**src/rtl/pc_target_table.sv**
```systemverilog
// Programmable branch-target table: run-time written entries, absolute or PC-relative,
// with a one-cycle registered lookup that falls through to pc+1 on unprogrammed entries.
module pc_target_table #(
    parameter int D     = 10,
    parameter int AW    = 4,
    parameter int DEPTH = 2 ** AW
) (
    input  logic          clk,
    input  logic          reset_n,
    input  logic          lk_valid,
    input  logic [AW-1:0] lk_addr,
    input  logic [D-1:0]  lk_pc,
    output logic          tgt_valid,
    output logic [D-1:0]  target,
    output logic          tgt_hit,
    input  logic          wr_valid,
    output logic          wr_ready,
    input  logic [AW-1:0] wr_addr,
    input  logic [D-1:0]  wr_data,
    input  logic          wr_rel,
    output logic          busy
);

    typedef enum logic [0:0] {
        CLEAR = 1'b0,
        READY = 1'b1
    } state_t;

    state_t            state_q;
    logic [AW-1:0]     clr_ptr_q;
    logic [DEPTH-1:0]  valid_q;
    logic [D-1:0]      data_q [DEPTH];
    logic              rel_q  [DEPTH];

    logic              tgt_valid_q;
    logic [D-1:0]      target_q;
    logic              tgt_hit_q;

    logic              wr_fire_s;
    logic              bypass_s;
    logic              hit_d;
    logic [D-1:0]      sel_data_s;
    logic              sel_rel_s;
    logic [D-1:0]      target_d;

    assign wr_fire_s = wr_valid && (state_q == READY);
    assign bypass_s  = wr_fire_s && (wr_addr == lk_addr);

    // Lookup resolution; a same-cycle write to the looked-up index is forwarded.
    always_comb begin
        hit_d      = 1'b0;
        sel_data_s = data_q[lk_addr];
        sel_rel_s  = rel_q[lk_addr];
        target_d   = lk_pc + {{(D-1){1'b0}}, 1'b1};
        if (state_q == CLEAR) begin
            hit_d = 1'b0;
        end else if (bypass_s) begin
            hit_d      = 1'b1;
            sel_data_s = wr_data;
            sel_rel_s  = wr_rel;
        end else begin
            hit_d = valid_q[lk_addr];
        end
        if (!hit_d) begin
            target_d = lk_pc + {{(D-1){1'b0}}, 1'b1};
        end else if (sel_rel_s) begin
            target_d = lk_pc + sel_data_s;
        end else begin
            target_d = sel_data_s;
        end
    end

    // Control FSM, per-entry valid bits and registered lookup result.
    always_ff @(posedge clk) begin
        if (!reset_n) begin
            state_q     <= CLEAR;
            clr_ptr_q   <= {AW{1'b0}};
            tgt_valid_q <= 1'b0;
            target_q    <= {D{1'b0}};
            tgt_hit_q   <= 1'b0;
        end else begin
            case (state_q)
                CLEAR: begin
                    valid_q[clr_ptr_q] <= 1'b0;
                    clr_ptr_q          <= clr_ptr_q + {{(AW-1){1'b0}}, 1'b1};
                    if (clr_ptr_q == {AW{1'b1}}) begin
                        state_q <= READY;
                    end
                end
                READY: begin
                    if (wr_fire_s) begin
                        valid_q[wr_addr] <= 1'b1;
                    end
                end
                default: begin
                    state_q   <= CLEAR;
                    clr_ptr_q <= {AW{1'b0}};
                end
            endcase
            tgt_valid_q <= lk_valid;
            if (lk_valid) begin
                target_q  <= target_d;
                tgt_hit_q <= hit_d;
            end
        end
    end

    // Entry payload storage; contents are meaningful only while the valid bit is set.
    always_ff @(posedge clk) begin
        if (reset_n && wr_fire_s) begin
            data_q[wr_addr] <= wr_data;
            rel_q[wr_addr]  <= wr_rel;
        end
    end

    assign tgt_valid = tgt_valid_q;
    assign target    = target_q;
    assign tgt_hit   = tgt_hit_q;
    assign wr_ready  = (state_q == READY);
    assign busy      = (state_q == CLEAR);

endmodule

```
**config.mk**
```make
export PLATFORM = sky130hd
export DESIGN_NAME = pc_target_table
export DESIGN_NICKNAME = d
export VERILOG_FILES = /design/src/rtl/pc_target_table.sv
export SDC_FILE = /design/constraint.sdc
export NUM_CORES = 1
export LEC_CHECK = 0
export BUFFER_PORTS_ARGS = -buffer_cell sky130_fd_sc_hd__clkbuf_2
export CAP_MARGIN = 10
export CORE_UTILIZATION = 61
export CTS_CLUSTER_DIAMETER = 50
export DETAILED_ROUTE_END_ITERATION = 6
export PLACE_DENSITY = 0.79
export SYNTH_ARGS = -nofsm -noshare
export SYNTH_HDL_FRONTEND = slang
export SYNTH_SLANG_ARGS = --single-unit
```
**constraint.sdc**
```tcl
create_clock -name clk -period 4.8 [get_ports clk]
set_input_delay 0.24 -clock clk [delete_from_list [all_inputs] [get_ports clk]]
set_output_delay 0.24 -clock clk [all_outputs]
set_load 0.05 [all_outputs]
```
# == Word level (Yosys, flattened, before mapping) ==
# Memories as Yosys holds them, arrays and structs flattened.
# Cells that the tools add are included.
# totals
register_bits,33
ram_bits,176
inputBits,33
out_inout_bits,14
elab_cells,49
mem_count,2
# op_classes
n_addsub,3
n_lt_le_gt_ge,5
n_eq_ne,3
n_mux,20
bitwise,4
n_reduce_logical,6
# memory_table
memory,words,width,rd,rd_ports_with_merged_regs,wr,line_no,text
data_q,16,10,1,0,1,32,logic [D-1:0] data_q [DEPTH];
rel_q,16,1,1,0,1,33,logic rel_q [DEPTH];
# ops
operator,n
$mux 10,4
$pmux 16 s2,1
$and 16x16->16,1
$mux 16,1
$not 16->16,1
$or 16x16->16,1
$lt 4x5->1 const B,3
$mux 1,11
$add 10x1->10 const B,1
$add 10x10->10,1
$demux 1 s4,2
$ge 4x1->1 const B,2
$logic_and 1x1->1,5
$add 4x1->4 const B,1
$bmux 1 s4,1
$eq 4x4->1,1
$eq 4x4->1 const B,1
$ne 2x1->1 const B,1
$reduce_and 2->1,1
$not 1->1,1

# == Logic depth before layout (Yosys ltp) ==
# Gate-level depths: netlist of the first run.
# depth
ltp_word,7
depth_mapped,16
ltp_nobuf,13

# == Worst setup path after synthesis of the first run ==
# OpenSTA, ideal clock, no wires.
# synth_timing
kind,in2reg
from,input port lk_addr[0]
to,register target_q[8] (netlist: target[8])
setup_time_ns,0.096
t_arrival_ns,3.955
required_time_ns,4.704
setup_slack_ns,0.750
stages,15
path_buffers,3
cell_sequence,clkbuf_1 -> buf_6 -> buf_6 -> mux4_2 -> mux4_2 -> mux2_2 -> ha_1 -> fa_1 -> a211oi_1 -> o21bai_1 -> a2111oi_0 -> nor3_1 -> xnor2_1 -> mux2i_1 -> a221oi_1
# synth_between
elab_chain_cells,7
elab_cells_between_ends,15
cone_classes,add/sub (1); eq/ne (1); mux (10); reduce/logical (1); memory (2)
# synth_rtl
element,line_no,text
"start, declared",11,"input logic [AW-1:0] lk_addr,"
branches (longest 6 deep; another with $mem_v2 16x10),-,
$mux 10 *,64,if (!hit_d) begin
"end signal, assigned",79,target_q <= {D{1'b0}};
"end signal, assigned",102,target_q <= target_d;
"end, declared",36,logic [D-1:0] target_q;
# Every way passes the cells marked *. The select of a mux whose other input is x is not followed.
# A chain may end at the register's enable or synchronous reset.

# == Worst setup path in the final report of the first run ==
# layout_timing
from,memory data_q[6][0]
to,register target_q[8] (netlist: target[8])
# layout_between
elab_chain_cells,6
# layout_rtl
element,line_no,text
"start, declared",32,
$mem_v2 16x10 *,-,
$mux 10,57,end else if (bypass_s) begin
$mux 10 *,55,if (state_q == CLEAR) begin
$add 10x10->10 *,67,target_d = lk_pc + sel_data_s;
$mux 10 *,66,end else if (sel_rel_s) begin
$mux 10 *,64,
# Every way passes the cells marked *; elsewhere a longest branch is shown, timed or not.

==> impl_metrics.ini, run 1 <==
[layout]
layout.cells.non_filler = 812
regArea_mm2 = 0.00611
final_core_util = 0.711
drive_above_1_share = 0.274
multi_input_area_mm2 = 0.00296
final_cell_mix = edfxtp_1, mux4_2, clkbuf_2
area_growth_syn_to_layout_pct = 13.2
fillers = 903
antenna_cells = 0
nNetsFinal = 660
mostFrequentLayoutCell = edfxtp_1

[synthesis]
synthCells = 547
synth_ff_type = edfxtp_1
ys_types = 39
yosys.area.top_type_share = 0.627
synth_area_per_cell_um2 = 16.8
synthArstFlopShare = 0
yosysTopAreaCell = edfxtp_1
yosysSeqAreaShare = 0.663
synth_area_leaders = edfxtp_1, mux4_2, dfxtp_1, a21oi_1, ha_1
synth_nets = 595
synth_edf_count = 192
yosysWarnings = 0
synth_area_mm2 = 0.00920
ys_ff_latch = 209

[timing]
finalSetupTns_ns = 0
setup-violations-final = 0
fin_crit_ns = 3.98
hold_viol_final = 0
tightest_slew_ns = 0.913
fmax_mhz = 251
hold_ws_ns = 0.126
relSlewSlack = 0.391
rsz0062_at_grt = no
fin_worst_skew_ns = 0.0127
finalCritPeriodShare = 0.829
slew_viol_final = 0

[pwr]
p_leak_nw = 3.55
p_total_mw = 3.97
max-vdd-ir-drop_v = 0.000491
power-per-cell-area_mw_per_mm2 = 381

[clock_tree]
cts_resized = 0
cts_buffers = 22
clock_sinks = 209
postCtsSetupRepairBufs = 0
cts-htree-levels = 1
cts_tree = yes
clk_pin_slew_ns = 0.06
cts_max_path_buffers = 3
clk_latency_ns = 0.50
cts.hold.buffers_added = 0
cts-root-buf = clkbuf_16

[placement]
gp_congestion = 0.876
dpl.cell_count = 772
dp.final_hpwl_mm = 12.6
port_buffers = 46

[route]
avgRoutedWirePerCell_um = 25.1
via_count = 5359
drt-pass1-iter-count = 5
drc = 0
viasPerCell = 6.60
totalWireLength_mm = 20.4
ant_nets = 0
drt-initial-drc-count = 525

[worst_setup_path]
critical_path_class = flip-flop to flip-flop
rr_startpoint = data_q[6][0]
worstPathArrival_ns = 4.38
startpoint_type = flip-flop
worst_ep_required_time_ns = 5.20
setup.worst_path.end = target[8]
reg2reg_slack_ns = 0.82
crit_path_max_fanout = 3
startpoint = data_q[6][0]
endpoint_kind = flip-flop
r2r_end = target[8]
reg2regPathDepth = 12

[die]
die-area_mm2 = 0.0156
ios = 47
rows = 44
start_util = 0.628
die_height_um = 125
coreArea_mm2 = 0.0146
die-width_um = 125

[hold_path]
hp-class = input pin to flip-flop

[outcome]
status = finished, final reports clean

[global_route]
grt_max_degree = 38
antenna_found_initial = 0
overflow = 0
track_usage = 0.275
grt_first_pass_wirelength_mm = 31.5
grt_pass1_vias = 5435

[flow_run]
drv_cap = 0
## state kept, by name, summed over array words and instances (netlist names)
signal	count
target	10
valid_q	16
tgt_valid	1
tgt_hit	1
clr_ptr_q	4
wr_ready	1
rel_q	16
data_q	160
## cell type report
cell class	count	area share
clock buffers	30	0.0578
multi-input cells	303	0.284
flip-flops and latches	209	0.586
repair buffers	69	0.0401
well taps	184	0.0221
inverters	7	0.00252
clock inverters	10	0.00721
## synth_stat cells (7+ instances only)
cell type	count
edfxtp_1	192
a21oi_1	38
mux2i_1	14
nand2_1	19
xnor2_1	9
nand3_1	13
dfxtp_1	17
mux2_2	9
nor2b_1	8
xor2_1	12
nor2_1	39
mux4_2	58
nor3_1	12
o21ai_0	8
inv_1	7
clkbuf_1	15
ha_1	14
## worst min-delay path by stage
stage                    start            to  slack, ns  cells after the start
global route          lk_pc[7]     target[7]       0.15                      3
global placement       tgt_hit       tgt_hit       0.50                      2
detailed placement     tgt_hit       tgt_hit       0.53                      2
CTS                   lk_pc[0]     target[0]       0.12                      4
floorplan           wr_data[0]  data_q[0][0]       0.34                      0
finish                lk_pc[0]     target[0]       0.13                      4
## worst max-delay path: stages, from the launching register on
cell       delay [ns]
edfxtp_1         0.39
mux4_2           0.47
mux4_2           0.49
mux2_2           0.29
ha_1             0.22
fa_1             0.44
a211oi_1         0.33
o21bai_1         0.16
a2111oi_0        0.42
nor3_1           0.14
xnor2_1          0.15
mux2i_1          0.08
a221oi_1         0.29
## through the flow
step	setup slack, ns	cell area [um2]
after global placement	0.681	9740
after detailed placement	0.601	9740
after floorplan	0.750	9200
after CTS	0.825	10400
after global routing	0.563	10400
final	0.822	10400
## per-layer routing
metal | vias up | wire length [um] | GRT usage
li1 | 2328 | - | -
met1 | 2717 | 7950 | 0.363
met2 | 261 | 10300 | 0.465
met3 | 53 | 1440 | 0.0447
met4 | 0 | 726 | 0.108
met5 | - | 0 | 0
## cells by family (layout without fill, tap and decap cells)
logic type               after synthesis  in the layout  synth area share
AND/OR/NAND/NOR                      106            106            0.0537
AO/OA/AOI/OAI                         79             79            0.0534
buffers and inverters                 35            116            0.0175
flip-flops                           209            209             0.663
adder cells (fa/ha/maj)               15             15            0.0212
XOR/XNOR                              21             21            0.0200
multiplexers                          82             82             0.171
## report_power, final
part / total (mW) / switching [mW] / internal (mW)
Clock: 1.59 / 0.657 / 0.931
Combinational: 0.359 / 0.212 / 0.146
Sequential: 2.02 / 0.0152 / 2.00
Total: 3.97 / 0.884 / 3.08
Power figures use the tool's default switching activity.
==> run 2: changes to the inputs <==
==> constraint.sdc (replaced) <==
create_clock -name clk -period 3.7 [get_ports clk]
set_input_delay 0.185 -clock clk [delete_from_list [all_inputs] [get_ports clk]]
set_output_delay 0.185 -clock clk [all_outputs]
set_load 0.05 [all_outputs]
==> run 2 against run 1 <==
Effect of this change:
- combinational power grew 48%
- clock-buffer cell count decreased by 5
- cell count increased by 3.4%
- design area up 3.0%
- first-iteration DRC count grew 12%
- worst hold slack worse by 0.032 ns
- highest routed layer unchanged
==> impl_metrics.ini, run 2 (synthesis gave the netlist of run 1 again) <==
[outcome]
status = finished, final reports clean

[worst_setup_path]
startpoint_type = flip-flop
critical_path_class = flip-flop to flip-flop
reg2reg_slack_ns = 0.03
endpoint_kind = flip-flop
worstPathArrival_ns = 4.09
cpPeakStageDelay_ns = 0.49
rr_startpoint = data_q[11][0]
cpMostUsedCell = mux4_2
slowest_stage = mux4_2
path_cells = mux4_2 -> mux4_2 -> mux2_4 -> ha_4 -> fa_2 -> a211oi_4 -> o21bai_2 -> a2111oi_2 -> nor3_1 -> xnor2_1 -> mux2i_1 -> a221oi_2
worst_ep_required_time_ns = 4.12
reg2regPathDepth = 12
r2r_end = target[8]
crit_path_max_fanout = 2

[route]
viasPerCell = 6.69
via_count = 5622
drt-initial-drc-count = 586
totalWireLength_mm = 22.1
drt-pass1-iter-count = 7
ant_nets = 0
drc = 0
avgRoutedWirePerCell_um = 26.3

[layout]
layout.cells.non_filler = 840
multi_input_area_mm2 = 0.00301
final_core_util = 0.733
mostFrequentLayoutCell = edfxtp_1
antenna_cells = 0
top_register = data_q
drive_above_1_share = 0.320
nNetsFinal = 688
fin_area_mm2 = 0.0107
top_regs = data_q: 160 flops, rel_q: 16 flops, valid_q: 16 flops
largest_reg_flops = 160
final_cell_mix = edfxtp_1, mux4_2, buf_4
area_growth_syn_to_layout_pct = 16.6
regArea_mm2 = 0.00611
fillers = 896

[pwr]
power-per-cell-area_mw_per_mm2 = 497
p_leak_nw = 3.73
max-vdd-ir-drop_v = 0.000465

[clock_tree]
cts-root-buf = clkbuf_16
clk_pin_slew_ns = 0.06
cts_tree = yes
clock_sinks = 209
cts_max_path_buffers = 3
clk_latency_ns = 0.50
cts_buffers = 23
cts-htree-levels = 1

[flow_run]
drv_cap = 0

[global_route]
grt_max_degree = 24
antenna_found_initial = 0
overflow = 0
track_usage = 0.291
grt_pass1_vias = 5697
grt_first_pass_wirelength_mm = 33.1

[placement]
post_dp_cell_area_mm2 = 0.00996
dp_slack_ns = -0.145
dp.final_hpwl_mm = 13.6
dpl.cell_count = 797
gp_congestion = 0.912
port_buffers = 46

[timing]
relSlewSlack = 0.522
tightest_slew_ns = 0.717
hold_viol_final = 0
fin_worst_skew_ns = 0.0110
fin_crit_ns = 3.67
slew_viol_final = 0
setup_ws_ns = 0.0342
fmax_mhz = 273
setup-violations-final = 0
finalCritPeriodShare = 0.991
rsz0062_at_grt = yes

[die]
start_util = 0.628
rows = 44
die-width_um = 125
ios = 47
die-area_mm2 = 0.0156
die_height_um = 125
coreArea_mm2 = 0.0146

[hold_path]
hold_end = target[7]
min_path_cells = 3
hp-class = input pin to flip-flop
holdCritStartpoint = lk_pc[7]
-- run 2: per-stage QoR --
| step | TNS [ns] | hold slack [ns] | total power, mW |
|---|---|---|---|
| 3_3_place_gp | -0.0963 | 0.499 | 3.15 |
| 2_1_floorplan | 0 | 0.284 | 3.00 |
| 3_5_place_dp | -0.389 | 0.505 | 3.17 |
| 4_1_cts | 0 | 0.0795 | 5.33 |
| 5_1_grt | -0.114 | 0.100 | 5.48 |
| 6_report | 0 | 0.0936 | 5.33 |
-- run 2: layout make-up --
cell class	count	area share
clock buffer	25	0.0543
clock inverter	16	0.0131
inverter	7	0.00245
multi-input combinational	303	0.281
sequential	209	0.569
tap	184	0.0215
timing repair buffer	96	0.0588
-- run 2: power by group --
group,internal [mW],switching [mW],total (mW)
combinational,0.228,0.302,0.530
clock,1.28,0.896,2.18
sequential,2.60,0.0200,2.62
total,4.11,1.22,5.33
-- run 2: how the worst max path moves through the flow --
stage | to | cells past startpoint | from | slack (ns)
2_1_floorplan | target[8] | 15 | lk_addr[0] | 0.002
3_3_place_gp | target[7] | 13 | lk_addr[0] | -0.04
3_5_place_dp | target[9] | 14 | lk_addr[0] | -0.14
4_1_cts | target[8] | 12 | data_q[11][0] | 0.003
5_1_grt | target[8] | 12 | data_q[11][0] | -0.11
6_report | target[8] | 12 | data_q[11][0] | 0.03
-- run 2: critical path, delay by kind of cell (launching register included) --
family,cells,cell delay (ns)
compound gates,4,1.03
xor+xnor,1,0.17
fa+ha+maj,2,0.53
flops,1,0.39
mux,4,1.35
simple gates,1,0.12
-- run 2: timing repair --
| item | 4_1_cts | 5_1_grt |
|---|---|---|
| endpoints found under the setup margin | 1 | 2 |
| resized for setup | 1 | 7 |
| hold buffers | 0 | 0 |
| pin swaps | 0 | 7 |
| setup buffers | 0 | 1 |
-- run 2: routing by layer --
layer  share of wire  GRT usage  vias up
li1                -          -     2380
met1            0.37      0.386     2843
met2            0.49      0.476      329
met3            0.10     0.0636       70
met4           0.037      0.111        0
met5               0          0        -
==> run 3: changes to the inputs <==
--- a/config.mk
+++ b/config.mk
@@ -7,6 +7,7 @@
 export LEC_CHECK = 0
 export BUFFER_PORTS_ARGS = -buffer_cell sky130_fd_sc_hd__clkbuf_2
 export CAP_MARGIN = 10
+export CORE_ASPECT_RATIO = 1.5
 export CORE_UTILIZATION = 61
 export CTS_CLUSTER_DIAMETER = 50
 export DETAILED_ROUTE_END_ITERATION = 6
@@ -14,3 +15,4 @@
 export SYNTH_ARGS = -nofsm -noshare
 export SYNTH_HDL_FRONTEND = slang
 export SYNTH_SLANG_ARGS = --single-unit
+export TNS_END_PERCENT = 5
==> run 3 against run 2 <==
Effect of this change:
- setup slack better by 0.052 ns
- die area is essentially flat
- clock power fell by 3%
- utilization shrank 0.51 points
- non-clock buffer count decreased by 4
- clock skew increased by 0.0051 ns
- largest power group unchanged
==> impl_metrics.ini, run 3 (synthesis gave the netlist of run 1 again) <==
[outcome]
status = finished, final reports clean

[route]
drt-initial-drc-count = 522
drt-pass1-iter-count = 5
ant_nets = 0
totalWireLength_mm = 21.7
drc = 0
avgRoutedWirePerCell_um = 25.7
viasPerCell = 6.44
via_count = 5427

[timing]
relSlewSlack = 0.449
hold_ws_ns = 0.0723
slew_viol_final = 0
fin_crit_ns = 3.61
hold_viol_final = 0
fmax_mhz = 277
fin_worst_skew_ns = 0.0160
tightest_slew_ns = 0.824
setup-violations-final = 0
finalCritPeriodShare = 0.977
rsz0062_at_grt = yes

[layout]
nNetsFinal = 681
largest_reg_flops = 160
top_register = data_q
final_core_util = 0.728
drive_above_1_share = 0.312
antenna_cells = 0
top_regs = data_q: 160 flops, rel_q: 16 flops, valid_q: 16 flops
mostFrequentLayoutCell = edfxtp_1
area_growth_syn_to_layout_pct = 15.9
final_cell_mix = edfxtp_1, mux4_2, buf_4, clkbuf_2, nor2_1

[die]
die-width_um = 102
ios = 47
die_height_um = 152
coreArea_mm2 = 0.0147
die-area_mm2 = 0.0156
start_util = 0.628
rows = 54

[placement]
port_buffers = 46
dp.final_hpwl_mm = 13.5
gp_congestion = 0.800

[pwr]
max-vdd-ir-drop_v = 0.000388
power-per-cell-area_mw_per_mm2 = 493
p_leak_nw = 3.68

[clock_tree]
cts_max_path_buffers = 3
cts_buffers = 20
cts-root-buf = clkbuf_16
clk_pin_slew_ns = 0.07
clk_latency_ns = 0.50
cts-htree-levels = 1
clock_sinks = 209
cts_tree = yes

[global_route]
overflow = 0
met2_usage = 0.502
grt_max_degree = 24
met1_usage = 0.386
grt_pass1_vias = 5643
grtUsageMet3 = 0.0353
antenna_found_initial = 0
grt_first_pass_wirelength_mm = 33.1
track_usage = 0.297
busiest_layer = met2

[worst_setup_path]
endpoint_kind = flip-flop
startpoint = data_q[11][1]
critical_path_class = flip-flop to flip-flop
crit_path_max_fanout = 3
worst_ep_required_time_ns = 4.10
startpoint_type = flip-flop
rr_startpoint = data_q[11][1]
worstPathArrival_ns = 4.01

[hold_path]
hp-class = input pin to flip-flop
holdCritStartpoint = lk_pc[8]

[flow_run]
drv_cap = 0
## run 3: worst paths after layout
check,to,slack [ns],depth (start not counted)
hold reg to reg,tgt_hit,0.52,2
setup / recovery,target[7],0.09,11
hold / removal,target[8],0.07,3
setup reg to reg,target[7],0.09,11
## run 3: power breakdown
| group | internal [mW] | total [mW] | switching (mW) |
|---|---|---|---|
| clock network | 1.26 | 2.12 | 0.868 |
| registers | 2.60 | 2.62 | 0.0177 |
| logic | 0.225 | 0.520 | 0.295 |
| total | 4.08 | 5.26 | 1.18 |
## run 3: final cells by class
class,instances,area (um2)
Timing Repair Buffer,92,591
Clock inverter,10,133
Clock buffer,26,544
Multi-Input combinational cell,303,3020
Inverter,7,26.3
Sequential cell,209,6110
Fill cell,881,3990
Tap cell,196,245
## run 3: stage by stage
stage          TNS [ns]  instances  power, mW  setup slack [ns]  area, um2
2_1_floorplan         0        547       3.00           0.00227       9240
3_3_place_gp     -0.116        804       3.14           -0.0852       9930
3_5_place_dp     -0.314        804       3.16            -0.149       9930
4_1_cts         -0.0341        842       5.27           -0.0341      10600
5_1_grt         -0.0749        843       5.41           -0.0398      10700
6_report              0        843       5.26            0.0865      10700
## run 3: critical path, cell delays in order, from the launching register on
cell and delay [ns]:
edfxtp_1 0.41, mux4_2 0.49, mux4_2 0.47, mux2_2 0.33, ha_1 0.31, a211oi_1 0.31
o21bai_1 0.17, a2111oi_2 0.38, nor3_1 0.12, xor2_1 0.14, mux2i_1 0.09, a221oi_1 0.30
## run 3: timing repair
item	4_1_cts	5_1_grt
hold buffers	0	0
hold endpoints to repair	0	0
setup endpoints to repair	1	3
resized for setup	2	6
pin swaps	6	2
buffers inserted	2	0
## run 3: layer usage
layer,vias to the layer above,part of all wire
met3,45,0.069
met1,2721,0.37
met4,0,0.028
li1,2368,-
met5,-,0
met2,293,0.54
